===== src/rtl/watch_disp_pkg.sv =====
// Shared constants for the stopwatch display path: segment patterns, digit count, scan index.
package watch_disp_pkg;

   localparam int NUM_DIGITS = 6;

   // Active-high patterns, bit order {g,f,e,d,c,b,a}
   localparam logic [6:0] SEG_0     = 7'h3F;
   localparam logic [6:0] SEG_1     = 7'h06;
   localparam logic [6:0] SEG_2     = 7'h5B;
   localparam logic [6:0] SEG_3     = 7'h4F;
   localparam logic [6:0] SEG_4     = 7'h66;
   localparam logic [6:0] SEG_5     = 7'h6D;
   localparam logic [6:0] SEG_6     = 7'h7D;
   localparam logic [6:0] SEG_7     = 7'h07;
   localparam logic [6:0] SEG_8     = 7'h7F;
   localparam logic [6:0] SEG_9     = 7'h6F;
   localparam logic [6:0] SEG_DASH  = 7'h40;
   localparam logic [6:0] SEG_BLANK = 7'h00;

   typedef enum logic [2:0] {
      IDX_0 = 3'd0,
      IDX_1 = 3'd1,
      IDX_2 = 3'd2,
      IDX_3 = 3'd3,
      IDX_4 = 3'd4,
      IDX_5 = 3'd5
   } scan_idx_t;

   function automatic logic [6:0] seg_of(input logic [3:0] digit);
      logic [6:0] pat;
      pat = SEG_BLANK;
      case (digit)
         4'd0: pat = SEG_0;
         4'd1: pat = SEG_1;
         4'd2: pat = SEG_2;
         4'd3: pat = SEG_3;
         4'd4: pat = SEG_4;
         4'd5: pat = SEG_5;
         4'd6: pat = SEG_6;
         4'd7: pat = SEG_7;
         4'd8: pat = SEG_8;
         4'd9: pat = SEG_9;
         default: pat = SEG_BLANK;
      endcase
      return pat;
   endfunction

endpackage


===== src/rtl/stop_display_scan_if.sv =====
// Time fields and blink enables in from the mode block; segment/digit pins out to the board.
interface stop_display_scan_if;
   logic [6:0] in_mm;
   logic [6:0] in_ss;
   logic [6:0] in_ms;
   logic [2:0] blink_en;
   logic [6:0] seg;
   logic       dp;
   logic [5:0] an;

   modport master (output in_mm, in_ss, in_ms, blink_en, input seg, dp, an);
   modport slave  (input in_mm, in_ss, in_ms, blink_en, output seg, dp, an);
endinterface


===== src/rtl/bin7_to_bcd.sv =====
// 7-bit binary to two BCD digits by compare/subtract; values of 100 and up flag ovf.
module bin7_to_bcd (
   input  logic [6:0] i_bin,
   output logic [3:0] o_tens,
   output logic [3:0] o_ones,
   output logic       o_ovf
);

   always_comb begin
      o_tens = '0;
      o_ones = i_bin[3:0];
      o_ovf  = (i_bin >= 7'd100);
      // Highest matching decade wins; digits are don't-care when ovf is set
      for (int k = 1; k < 10; k++) begin
         if (i_bin >= 7'(10 * k)) begin
            o_tens = 4'(k);
            o_ones = 4'(i_bin - 7'(10 * k));
         end
      end
   end

endmodule


===== src/rtl/stop_display_scan.sv =====
// Scans MM.SS.CC onto a 6-digit 7-segment display with per-field blink and registered pins.
//
//   state | meaning
//   IDX_0 | ms ones
//   IDX_1 | ms tens
//   IDX_2 | ss ones (dp lit)
//   IDX_3 | ss tens
//   IDX_4 | mm ones (dp lit)
//   IDX_5 | mm tens; snapshot reloads on the tick leaving this state
module stop_display_scan
   import watch_disp_pkg::*;
#(
   parameter int SCAN_DIV       = 2000,
   parameter int BLINK_DIV      = 500000,
   parameter bit SEG_ACTIVE_LOW = 1'b1
) (
   input  logic              clk_2MHz,
   input  logic              reset,
   stop_display_scan_if.slave bus
);

   // SCAN_DIV and BLINK_DIV must both be at least 2
   localparam int PW = (SCAN_DIV  > 1) ? $clog2(SCAN_DIV)  : 1;
   localparam int BW = (BLINK_DIV > 1) ? $clog2(BLINK_DIV) : 1;
   localparam logic [PW-1:0] SCAN_LAST  = PW'(SCAN_DIV - 1);
   localparam logic [BW-1:0] BLINK_LAST = BW'(BLINK_DIV - 1);
   localparam logic [6:0]    SEG_OFF    = SEG_ACTIVE_LOW ? 7'h7F : 7'h00;
   localparam logic [5:0]    AN_OFF     = SEG_ACTIVE_LOW ? 6'h3F : 6'h00;
   localparam logic          DP_OFF     = SEG_ACTIVE_LOW;

   logic [PW-1:0] r_presc;
   logic [BW-1:0] r_blink_cnt;
   logic          r_blink_hide;
   logic          r_frame_load;
   logic [6:0]    r_mm, r_ss, r_ms;
   logic [6:0]    r_seg;
   logic          r_dp;
   logic [5:0]    r_an;
   scan_idx_t     r_idx, w_idx_nxt;

   logic          w_tick;
   logic [6:0]    w_mm, w_ss, w_ms;
   logic [3:0]    w_mm_t, w_mm_o, w_ss_t, w_ss_o, w_ms_t, w_ms_o;
   logic          w_mm_ovf, w_ss_ovf, w_ms_ovf;
   logic [3:0]    w_digit;
   logic          w_ovf;
   logic          w_dp_slot;
   logic          w_hide;
   logic [6:0]    w_seg_on;
   logic          w_dp_on;
   logic [5:0]    w_an_on;

   assign w_tick = (r_presc == SCAN_LAST);

   always_ff @(posedge clk_2MHz or posedge reset) begin
      if (reset) begin
         r_presc      <= '0;
         r_frame_load <= 1'b1;
         r_mm         <= '0;
         r_ss         <= '0;
         r_ms         <= '0;
         r_blink_cnt  <= '0;
         r_blink_hide <= 1'b0;
      end else begin
         r_presc <= w_tick ? '0 : r_presc + 1'b1;
         if (r_frame_load || (w_tick && (r_idx == IDX_5))) begin
            r_mm <= bus.in_mm;
            r_ss <= bus.in_ss;
            r_ms <= bus.in_ms;
         end
         r_frame_load <= 1'b0;
         if (r_blink_cnt == BLINK_LAST) begin
            r_blink_cnt  <= '0;
            r_blink_hide <= ~r_blink_hide;
         end else begin
            r_blink_cnt <= r_blink_cnt + 1'b1;
         end
      end
   end

   always_ff @(posedge clk_2MHz or posedge reset) begin
      if (reset) r_idx <= IDX_0;
      else       r_idx <= w_idx_nxt;
   end

   always_comb begin
      w_idx_nxt = r_idx;
      if (w_tick) begin
         case (r_idx)
            IDX_0:   w_idx_nxt = IDX_1;
            IDX_1:   w_idx_nxt = IDX_2;
            IDX_2:   w_idx_nxt = IDX_3;
            IDX_3:   w_idx_nxt = IDX_4;
            IDX_4:   w_idx_nxt = IDX_5;
            default: w_idx_nxt = IDX_0;
         endcase
      end
   end

   // The first cycle after reset shows the live inputs so it agrees with the snapshot being taken
   assign w_mm = r_frame_load ? bus.in_mm : r_mm;
   assign w_ss = r_frame_load ? bus.in_ss : r_ss;
   assign w_ms = r_frame_load ? bus.in_ms : r_ms;

   bin7_to_bcd u_bcd_mm (.i_bin(w_mm), .o_tens(w_mm_t), .o_ones(w_mm_o), .o_ovf(w_mm_ovf));
   bin7_to_bcd u_bcd_ss (.i_bin(w_ss), .o_tens(w_ss_t), .o_ones(w_ss_o), .o_ovf(w_ss_ovf));
   bin7_to_bcd u_bcd_ms (.i_bin(w_ms), .o_tens(w_ms_t), .o_ones(w_ms_o), .o_ovf(w_ms_ovf));

   always_comb begin
      w_digit   = '0;
      w_ovf     = 1'b0;
      w_dp_slot = 1'b0;
      case (r_idx)
         IDX_5: begin w_digit = w_mm_t; w_ovf = w_mm_ovf; end
         IDX_4: begin w_digit = w_mm_o; w_ovf = w_mm_ovf; w_dp_slot = 1'b1; end
         IDX_3: begin w_digit = w_ss_t; w_ovf = w_ss_ovf; end
         IDX_2: begin w_digit = w_ss_o; w_ovf = w_ss_ovf; w_dp_slot = 1'b1; end
         IDX_1: begin w_digit = w_ms_t; w_ovf = w_ms_ovf; end
         default: begin w_digit = w_ms_o; w_ovf = w_ms_ovf; end
      endcase
      // Field of a digit is idx/2, matching the blink_en bit order
      w_hide   = r_blink_hide && bus.blink_en[r_idx[2:1]];
      w_seg_on = w_hide ? SEG_BLANK : (w_ovf ? SEG_DASH : seg_of(w_digit));
      w_dp_on  = w_dp_slot && !w_hide;
      w_an_on  = 6'b000001 << r_idx;
   end

   always_ff @(posedge clk_2MHz or posedge reset) begin
      if (reset) begin
         r_seg <= SEG_OFF;
         r_dp  <= DP_OFF;
         r_an  <= AN_OFF;
      end else begin
         r_seg <= SEG_ACTIVE_LOW ? ~w_seg_on : w_seg_on;
         r_dp  <= SEG_ACTIVE_LOW ? ~w_dp_on  : w_dp_on;
         r_an  <= SEG_ACTIVE_LOW ? ~w_an_on  : w_an_on;
      end
   end

   assign bus.seg = r_seg;
   assign bus.dp  = r_dp;
   assign bus.an  = r_an;

endmodule


===== src/flat_wrapper.sv =====
// flat-port wrapper written by rule: the top's interface ports become plain ports
module stop_display_scan_flat import watch_disp_pkg::*;
#(
   parameter int SCAN_DIV       = 2000,
   parameter int BLINK_DIV      = 500000,
   parameter bit SEG_ACTIVE_LOW = 1'b1
)
  (clk_2MHz, reset, bus_in_mm, bus_in_ss, bus_in_ms, bus_blink_en, bus_seg, bus_dp, bus_an);
  stop_display_scan_if bus_i ();
  input  logic clk_2MHz;
  input  logic reset;
  input wire logic [$bits(bus_i.in_mm)-1:0] bus_in_mm;
  input wire logic [$bits(bus_i.in_ss)-1:0] bus_in_ss;
  input wire logic [$bits(bus_i.in_ms)-1:0] bus_in_ms;
  input wire logic [$bits(bus_i.blink_en)-1:0] bus_blink_en;
  output wire logic [$bits(bus_i.seg)-1:0] bus_seg;
  output wire logic [$bits(bus_i.dp)-1:0] bus_dp;
  output wire logic [$bits(bus_i.an)-1:0] bus_an;
  assign bus_i.in_mm = bus_in_mm;
  assign bus_i.in_ss = bus_in_ss;
  assign bus_i.in_ms = bus_in_ms;
  assign bus_i.blink_en = bus_blink_en;
  assign bus_seg = bus_i.seg;
  assign bus_dp = bus_i.dp;
  assign bus_an = bus_i.an;
  stop_display_scan #(.SCAN_DIV(SCAN_DIV), .BLINK_DIV(BLINK_DIV), .SEG_ACTIVE_LOW(SEG_ACTIVE_LOW)) u_core (.clk_2MHz(clk_2MHz), .reset(reset), .bus(bus_i));
endmodule

===== config.mk =====
export PLATFORM = sky130hd
export DESIGN_NAME = stop_display_scan_flat
export DESIGN_NICKNAME = d
export VERILOG_FILES = /design/src/rtl/watch_disp_pkg.sv /design/src/rtl/stop_display_scan_if.sv /design/src/rtl/bin7_to_bcd.sv /design/src/rtl/stop_display_scan.sv /design/src/flat_wrapper.sv
export SDC_FILE = /design/constraint.sdc
export NUM_CORES = 1
export LEC_CHECK = 0
export ABC_AREA = 1
export CORE_MARGIN = 2
export CORE_UTILIZATION = 60
export DETAILED_ROUTE_END_ITERATION = 10
export PLACE_DENSITY = 0.81
export RECOVER_POWER = 50
export SYNTH_ARGS = -nofsm -noshare
export SYNTH_HDL_FRONTEND = slang
export SYNTH_HIERARCHICAL = 1
export SYNTH_SLANG_ARGS = --single-unit

===== constraint.sdc =====
create_clock -name clk_2MHz -period 4.3 [get_ports clk_2MHz]
set_input_delay 0.645 -clock clk_2MHz [delete_from_list [all_inputs] [get_ports clk_2MHz]]
set_output_delay 0.645 -clock clk_2MHz [all_outputs]
set_load 0.1 [all_outputs]

-- Word-level counts from Yosys, hierarchy flattened
Memories as Yosys holds them, arrays and structs flattened.
Cells that the tools add are included.
- add/subtract/negate cells: 29
- order comparisons: 31
- equality and inequality tests: 7
- shifts and indexed selects: 1
- multiplexer cells: 67
- bitwise operators: 4
- reduce and logical (&&, ||, !) cells: 9
- operators with widths (operator ; count):
    4-bit 2-to-1 mux ; 51
    7-bit >= comparator, second input constant ; 12
    7-bit by 6-bit >= comparator with 1-bit output, second input constant ; 9
    4-bit subtractor, second input constant ; 15
    7-bit by 5-bit >= comparator with 1-bit output, second input constant ; 6
    7-bit 2-to-1 mux ; 5
    4-bit by 3-bit subtractor with 4-bit output, second input constant ; 6
    7-bit by 4-bit >= comparator with 1-bit output, second input constant ; 3
    4-bit case mux with 5 select lines ; 1
    19-bit by 1-bit adder with 19-bit output, second input constant ; 1
    19-bit equality test, second input constant ; 1
    19-bit 2-to-1 mux ; 1
    3-bit case mux with 5 select lines ; 1
    4-bit by 1-bit subtractor with 4-bit output, second input constant ; 3
    4-bit by 2-bit subtractor with 4-bit output, second input constant ; 3
    11-bit by 1-bit adder with 11-bit output, second input constant ; 1
    11-bit equality test, second input constant ; 1
    11-bit 2-to-1 mux ; 1
    7-bit inverter ; 1
    3-bit by 2-bit equality test with 1-bit output, second input constant ; 2
    3-bit equality test, second input constant ; 2
    6-bit inverter ; 1
    2-bit OR reduction ; 3
    1-bit by 3-bit << shifter with 6-bit output, first input constant ; 1
    other kinds (10) ; 17
- flip-flop bits (word level): 70
- memory bits (read-only): 112
- input port bits: 26
- memories kept: 1
- memories (name ; words ; bits a word ; rd ports ; clocked after Yosys merged registers in ; wr ports ; RTL line ; text):
    (no name shown) ; 16 ; 7 ; 1 ; 0 ; 0 ; watch_disp_pkg.sv:32 ; case (digit)

-- Logic depth before layout (Yosys ltp)
An unclocked memory read counts as a cell.
- depth in word-level cells: 16
- mapped depth: 34

-- Hierarchy
Netlist, hierarchy kept.
- modules (own cells, without submodules) (module ; times used ; cells each ; area each (um2)):
    stop_display_scan ; 1 ; 479 ; 3791.1
    bin7_to_bcd ; 3 ; 124 ; 616.8

-- Worst setup path before layout
Ideal clock, no wire load.
- kind: register -> register
- start point: reg u_core.r_frame_load
- end point: reg u_core.r_seg[6] (netlist: u_core/bus.seg[6])
- setup time: 0.076 ns
- arrival: 3.283 ns
- data required time: 4.224 ns
- path slack: 0.941 ns
- stages on the path, launching flop included: 25
- buffers on the path: 1
- cell sequence: dfstp_2 -> clkbuf_1 -> nand2_1 -> o21ai_0 -> inv_1 -> ha_1 -> nand2_1 -> nand3_1 -> a31oi_1 -> nand2_1 -> nand2_1 -> nand2_1 -> nand2_2 -> nand2_2 -> nand4_1 -> nand4_1 -> nor3_2 -> inv_1 -> ha_1 -> inv_1 -> nand3_1 -> nand2_1 -> o21ai_1 -> nand2_1 -> nand2_1
- cells in the longest elaborated chain, start to end: 16
- ends and longest elaborated chain (what ; RTL line ; text):
    from (decl) ; stop_display_scan.sv:34 ; logic r_frame_load;
    from (signal assigned) ; stop_display_scan.sv:58 ; r_frame_load <= 1'b1;
    from (signal assigned) ; stop_display_scan.sv:71 ; r_frame_load <= 1'b0;
    7-bit 2-to-1 mux * ; stop_display_scan.sv:103 ; assign w_ms = r_frame_load ? bus.in_ms : r_ms;
    net u_core.w_ms[2] ; stop_display_scan.sv:42 ; logic [6:0] w_mm, w_ss, w_ms;
    7-bit by 4-bit >= comparator with 1-bit output ; bin7_to_bcd.sv:15 ; if (i_bin >= 7'(10 * k)) begin
    1-bit 2-to-1 mux ; bin7_to_bcd.sv:15 ;
    4-bit 2-to-1 mux (7 in a row) ; bin7_to_bcd.sv:15 ;
    4-bit 2-to-1 mux * ; bin7_to_bcd.sv:15 ;
    net u_core.w_ms_t[0] ; stop_display_scan.sv:43 ; logic [3:0] w_mm_t, w_mm_o, w_ss_t, w_ss_o, w_ms_t, w_ms_o;
    4-bit case mux with 5 select lines * ; stop_display_scan.sv:113 ; case (r_idx)
    memory 16 x 7 bit * ; -- ;
    7-bit 2-to-1 mux * (2 in a row) ; stop_display_scan.sv:123 ; w_seg_on = w_hide ? SEG_BLANK : (w_ovf ? SEG_DASH : seg_of(w_digit));
    7-bit inverter * ; stop_display_scan.sv:134 ; r_seg <= SEG_ACTIVE_LOW ? ~w_seg_on : w_seg_on;
    to (signal assigned) ; stop_display_scan.sv:134 ;
    to (decl) ; stop_display_scan.sv:36 ; logic [6:0] r_seg;
The timed path passes the listed nets; every way through them passes the cells marked *.
A chain may end at the register's enable or synchronous reset.

-- Worst setup path in the final report
- start point: reg u_core.r_frame_load
- end point: reg u_core.r_seg[1] (netlist: u_core/bus.seg[1])
- RTL lines (what ; RTL line ; text):
    7-bit 2-to-1 mux * ; stop_display_scan.sv:101 ; assign w_mm = r_frame_load ? bus.in_mm : r_mm;
    net u_core.w_mm[6] ; stop_display_scan.sv:42 ;
    7-bit by 5-bit >= comparator with 1-bit output ; bin7_to_bcd.sv:15 ;
    4-bit 2-to-1 mux (6 in a row) ; bin7_to_bcd.sv:15 ;
    4-bit 2-to-1 mux * ; bin7_to_bcd.sv:15 ;
    net u_core.w_mm_t[3] ; stop_display_scan.sv:43 ;
    4-bit case mux with 5 select lines * ; stop_display_scan.sv:113 ;
    memory 16 x 7 bit * ; -- ;
    7-bit 2-to-1 mux * (2 in a row) ; stop_display_scan.sv:123 ;
    7-bit inverter * ; stop_display_scan.sv:134 ;
Marked as above.

==> results.md <==
- The min-delay analysis places its worst path in the category reg2reg.
- The design internal power is 1.24 mW.
- In this run the horizontal extent of the chip is 101 um.
- The number of standard cells in the final layout excluding fillers is 1010.
- At the worst endpoint, the required time is 4.56 ns.
- The reg-to-reg critical path startpoint is u_core/r_frame_load.
- The global router's overall resource usage is 0.272.
- The number of filler cells placed in the layout is ~780.
- For this run, global-route usage on met1 was measured as 0.344.
- The setup clock skew after layout is 0.0125 ns.
- The first global-routing pass estimated approximately 23000 um of wire.
- The library cell appearing most often on the critical path is sky130_fd_sc_hd__nand2_1.
- The post-CTS setup buffer count is 0.
- The power density over cell area is 332 mW/mm^2.
- The largest net degree at the start of global routing is 43.
- The congestion estimate from routability-driven global placement came to between 0.9 and 1.
- The number of nets at the end of the flow is 945.
- The share of the Yosys chip area taken by registers is 0.314.
- The cell type with the largest total area after synthesis is sky130_fd_sc_hd__dfrtp_1.
- After routing, the total negative slack on setup checks comes to 0 ns.
- The placement row count is 35.
- In the final routed layout, each cell accounts on average for between 10 and 15 um.
- The number of buffers added by the clock tree synthesis step is 9.
- The post-route minimum period is just under 4 ns.
- The peak clock frequency supported by timing is 255 MHz.
- Counting flops with an async set or reset pin after synthesis yields a share of 1.00.
- The initial antenna violation count came to 0.
- The count of pins over their slew limit is between 70 and 80.
- The highest net fanout along the worst path is 29.
- The leakage component of the power is 3.25 nW.
- Together, buffers and inverters on the worst path number 4.
- Relative to the synthesized area, the layout overhead comes to 11.9%.
- Clock latency on the worst-skew pair, taken at its later pin, is ~0.34 ns.
- The number of cells in the design after placement is around 1000.
- The data arrival time of the worst path is 4.18 ns.
- After global routing the overflow that remains totals 0.
- By startpoint and endpoint, the worst setup path is classified as reg2reg.
- Leaving out fill and tap cells, the most frequent cells in the layout are 245 x sky130_fd_sc_hd__nand2_1, 124 x sky130_fd_sc_hd__inv_1, 65 x sky130_fd_sc_hd__o21ai_0.
- The initial detailed-routing violation count is 255.
- The synthesized netlist contains 44 unique library cells.
- For this run, global-route usage on met2 was measured as 0.479.
- The largest single stage delay on the critical path is 0.75 ns.
- Post-CTS repair changed the size of 0 cells.
- The count of clock tree sinks is 70.
- The top flip-flop cell by instance count after synthesis is sky130_fd_sc_hd__dfrtp_1.
- In the post-synthesis netlist, the biggest area contributors are sky130_fd_sc_hd__dfrtp_1 24%, sky130_fd_sc_hd__nand2_1 16%, sky130_fd_sc_hd__inv_1 8.1%, sky130_fd_sc_hd__dfstp_2 7.0%, sky130_fd_sc_hd__o21ai_0 5.7%.
- Of the total power, registers draw 0.353.
- Of the total power, the clock network draws 0.248.
- The run finished, with violations left.
- In this run, synthesis inferred 0 flip-flops with an integrated enable.
- The CTS tree is built.
- The number of instances in the synthesized netlist is 851.
- The detail route stage leaves a number of antenna-violating nets equal to 0.
- 0 antenna diodes ended up in the layout.
- The transition at the pin with the smallest max-transition slack is 1.57 ns.
- Port buffering added 39 buffers.
- The cell depth of the worst min-delay path is 1.
- The total count of hold-check failures in the final report is 0.
- Before antenna repair, the detailed router went through 7 iterations.
- The HPWL reported at the end of detailed placement is 10300 um.
- For met3 alone, demand over resource in global routing was 0.0423.
- The kind of cell with the highest combined delay along the critical path is compound AO/OA/AOI/OAI gates.
- Of the total power, combinational logic draws 0.399.
- Detailed routing inserted a total of roughly 5.4k vias.
- The count of endpoints failing setup in the final report is 0.
- The sum of routed wire length over all layers is 13100 um.
- Setup repair after global routing left no endpoint under its margin.
- The net switching share of the total power is 0.410.
- The initial standard-cell utilization of the core is 0.613.
- The number of top-level design ports is 40.
- For hold timing, the worst endpoint is u_core/r_presc[2].
- After global routing, the most crowded layer is met2.
- The count of cells along the worst register-to-register path is 18.
- The via count of the first global-routing pass was 5190.
- In this run the tightest slew margin relative to its limit is -0.0448.
- Clock tree synthesis selected as its root buffer the cell sky130_fd_sc_hd__clkbuf_8.
- Across all register-to-register paths, the minimum setup slack is approximately 0.38 ns.
- Leaving out fill and tap cells, the most frequent cell in the layout is sky130_fd_sc_hd__nand2_1.
- The core region is 0.00920 sq mm.
- In the routed layout, each cell is associated on average with a via count of 5.38.
- The count of max-cap constraint violations is 2.
- In the finished design, the share of the clock period the worst path needs comes to 0.912.
- The worst setup path is launched from a flip-flop.
- For this design the total switching power over the nets is 0.859 mW.
- On the critical path, the stage with the largest delay is an instance of sky130_fd_sc_hd__o21ai_0.
- Of the cells placed in the final design, the portion with a size suffix greater than 1 is 0.122.
- Walking the worst path, the cells encountered are buf_4 -> o21ai_0 -> inv_1 -> a21oi_2 -> nand2_1 -> nand2_1 -> inv_1 -> nand3_1 -> nand2_1 -> nand3_1 -> nand2_1 -> nor2_1 -> nand2_1 -> nand2_2 -> inv_1 -> ha_1 -> nor2_1 -> or2_1.
- STA classifies the critical path endpoint as a flip-flop.
- In this run the mean area of a mapped cell was ~6.6 sq um.
- Counting every net in the synthesized netlist gives 902.
- The longest clock path from root to sink contains 2 buffers.
- The die height is 101 um.
- The clock slew at the register clock pins of the worst setup and hold paths is 0.08 ns.
- The cell area after technology mapping is 0.00564 sq mm.
- For this run, the number of Yosys warnings is 6.
- The hold path startpoint is u_core/r_presc[2].
- The H-tree generated during clock tree synthesis spans 3 levels.
- The die area is 0.0102 sq mm.
- The flip-flop and latch count after synthesis is 70.
- After detailed routing, the number of remaining DRC violations is 0.
- The hold buffer count at cts is 0.
- The worst register-to-register path ends at u_core/bus.seg[1].
- The proportion of netlist area held by the largest area contributor is 0.244.
- The final reports fail on capacitance limit, slew limit.
- The peak supply drop is 0.000190 V.
cell usage after synthesis, drive strengths merged (4+ instances only):
cell,instances
o211ai,5
nor2,66
clkbuf,4
nor4,4
nor3,16
nand3,56
inv,147
buf,15
o21ai,71
a31oi,9
dfstp,15
nand2,269
ha,25
or2,6
dfrtp,55
a21oi,33
xor2,10
xnor2,4
nand4,27
sequential cells by signal, summed over array words and instances, names as in the netlist:
name and count:
u_core/r_mm 7, u_core/r_presc 11, u_core/bus.dp 1, u_core/r_blink_hide 1, u_core/bus.an 6, u_core/r_ms 7
u_core/r_idx 3, u_core/r_blink_cnt 19, u_core/bus.seg 7, u_core/r_ss 7, u_core/r_frame_load 1
cells by family after synthesis:
group / Yosys count / synth area share
simple gates: 447 / 0.358
buf+inv: 167 / 0.122
compound gates: 127 / 0.129
flops: 70 / 0.314
fa+ha+maj: 25 / 0.0554
xor+xnor: 14 / 0.0217
other cells: 1 / 0.000665
cell type report:
| type | count | area, sq um | share of cell area |
|---|---|---|---|
| clock inverters | 6 | 63.8 | 0.0101 |
| clock buffers | 10 | 128 | 0.0202 |
| flip-flops and latches | 70 | 1770 | 0.281 |
| multi-input cells | 614 | 3180 | 0.504 |
| repair buffers | 51 | 477 | 0.0755 |
| inverters | 148 | 556 | 0.0880 |
| well taps | 111 | 139 | 0.0220 |
per-stage QoR:
| step | instance area [sq um] | hold WS (ns) | power [mW] | setup WS, ns | utilization |
|---|---|---|---|---|---|
| 2_1_floorplan | 5640 | 0.462 | 1.40 | 0.941 | - |
| 3_3_place_gp | 6130 | 0.478 | 1.57 | 0.323 | 0.667 |
| 3_5_place_dp | 6130 | 0.501 | 1.58 | 0.234 | 0.667 |
| 4_1_cts | 6320 | 0.515 | 2.11 | 0.461 | 0.687 |
| 5_1_grt | 6310 | 0.526 | 2.23 | 0.0126 | 0.686 |
| 6_report | 6310 | 0.502 | 2.10 | 0.380 | 0.686 |
how the worst max path moves through the flow:
| stage | from | cells past startpoint | slack [ns] | end |
|---|---|---|---|---|
| global route | u_core/r_frame_load | 26 | 0.01 | u_core/bus.seg[6] |
| finish | u_core/r_frame_load | 18 | 0.38 | u_core/bus.seg[1] |
| CTS | u_core/r_frame_load | 24 | 0.46 | u_core/bus.seg[1] |
| floorplan | u_core/r_frame_load | 24 | 0.94 | u_core/bus.seg[6] |
| global placement | bus_in_ss[2] | 24 | 0.32 | u_core/bus.seg[1] |
| detailed placement | bus_in_mm[2] | 24 | 0.23 | u_core/bus.seg[1] |
power groups by stage:
stage                     Clock [mW]  Combinational (mW)  Sequential [mW]
final                          0.520               0.837            0.739
after global routing           0.566               0.924            0.745
after CTS                      0.538               0.833            0.740
after detailed placement           0               0.831            0.753
after global placement             0               0.819            0.751
after floorplan                    0               0.433            0.966
worst reg2reg max path, stage by stage, from the launching register on:
cell,delay (ns)
sky130_fd_sc_hd__dfstp_2,0.52
sky130_fd_sc_hd__buf_4,0.25
sky130_fd_sc_hd__o21ai_0,0.75
sky130_fd_sc_hd__inv_1,0.33
sky130_fd_sc_hd__a21oi_2,0.43
sky130_fd_sc_hd__nand2_1,0.11
sky130_fd_sc_hd__nand2_1,0.15
sky130_fd_sc_hd__inv_1,0.10
sky130_fd_sc_hd__nand3_1,0.09
sky130_fd_sc_hd__nand2_1,0.06
sky130_fd_sc_hd__nand3_1,0.07
sky130_fd_sc_hd__nand2_1,0.06
sky130_fd_sc_hd__nor2_1,0.10
sky130_fd_sc_hd__nand2_1,0.07
sky130_fd_sc_hd__nand2_2,0.12
sky130_fd_sc_hd__inv_1,0.08
sky130_fd_sc_hd__ha_1,0.27
sky130_fd_sc_hd__nor2_1,0.05
sky130_fd_sc_hd__or2_1,0.25
metal layers:
metal,share of wire,routed length (um)
met5,0,0
met4,0.016,216
met3,0.042,555
met2,0.49,6370
met1,0.45,5960
Note: power is estimated with default switching activity, not from simulation.
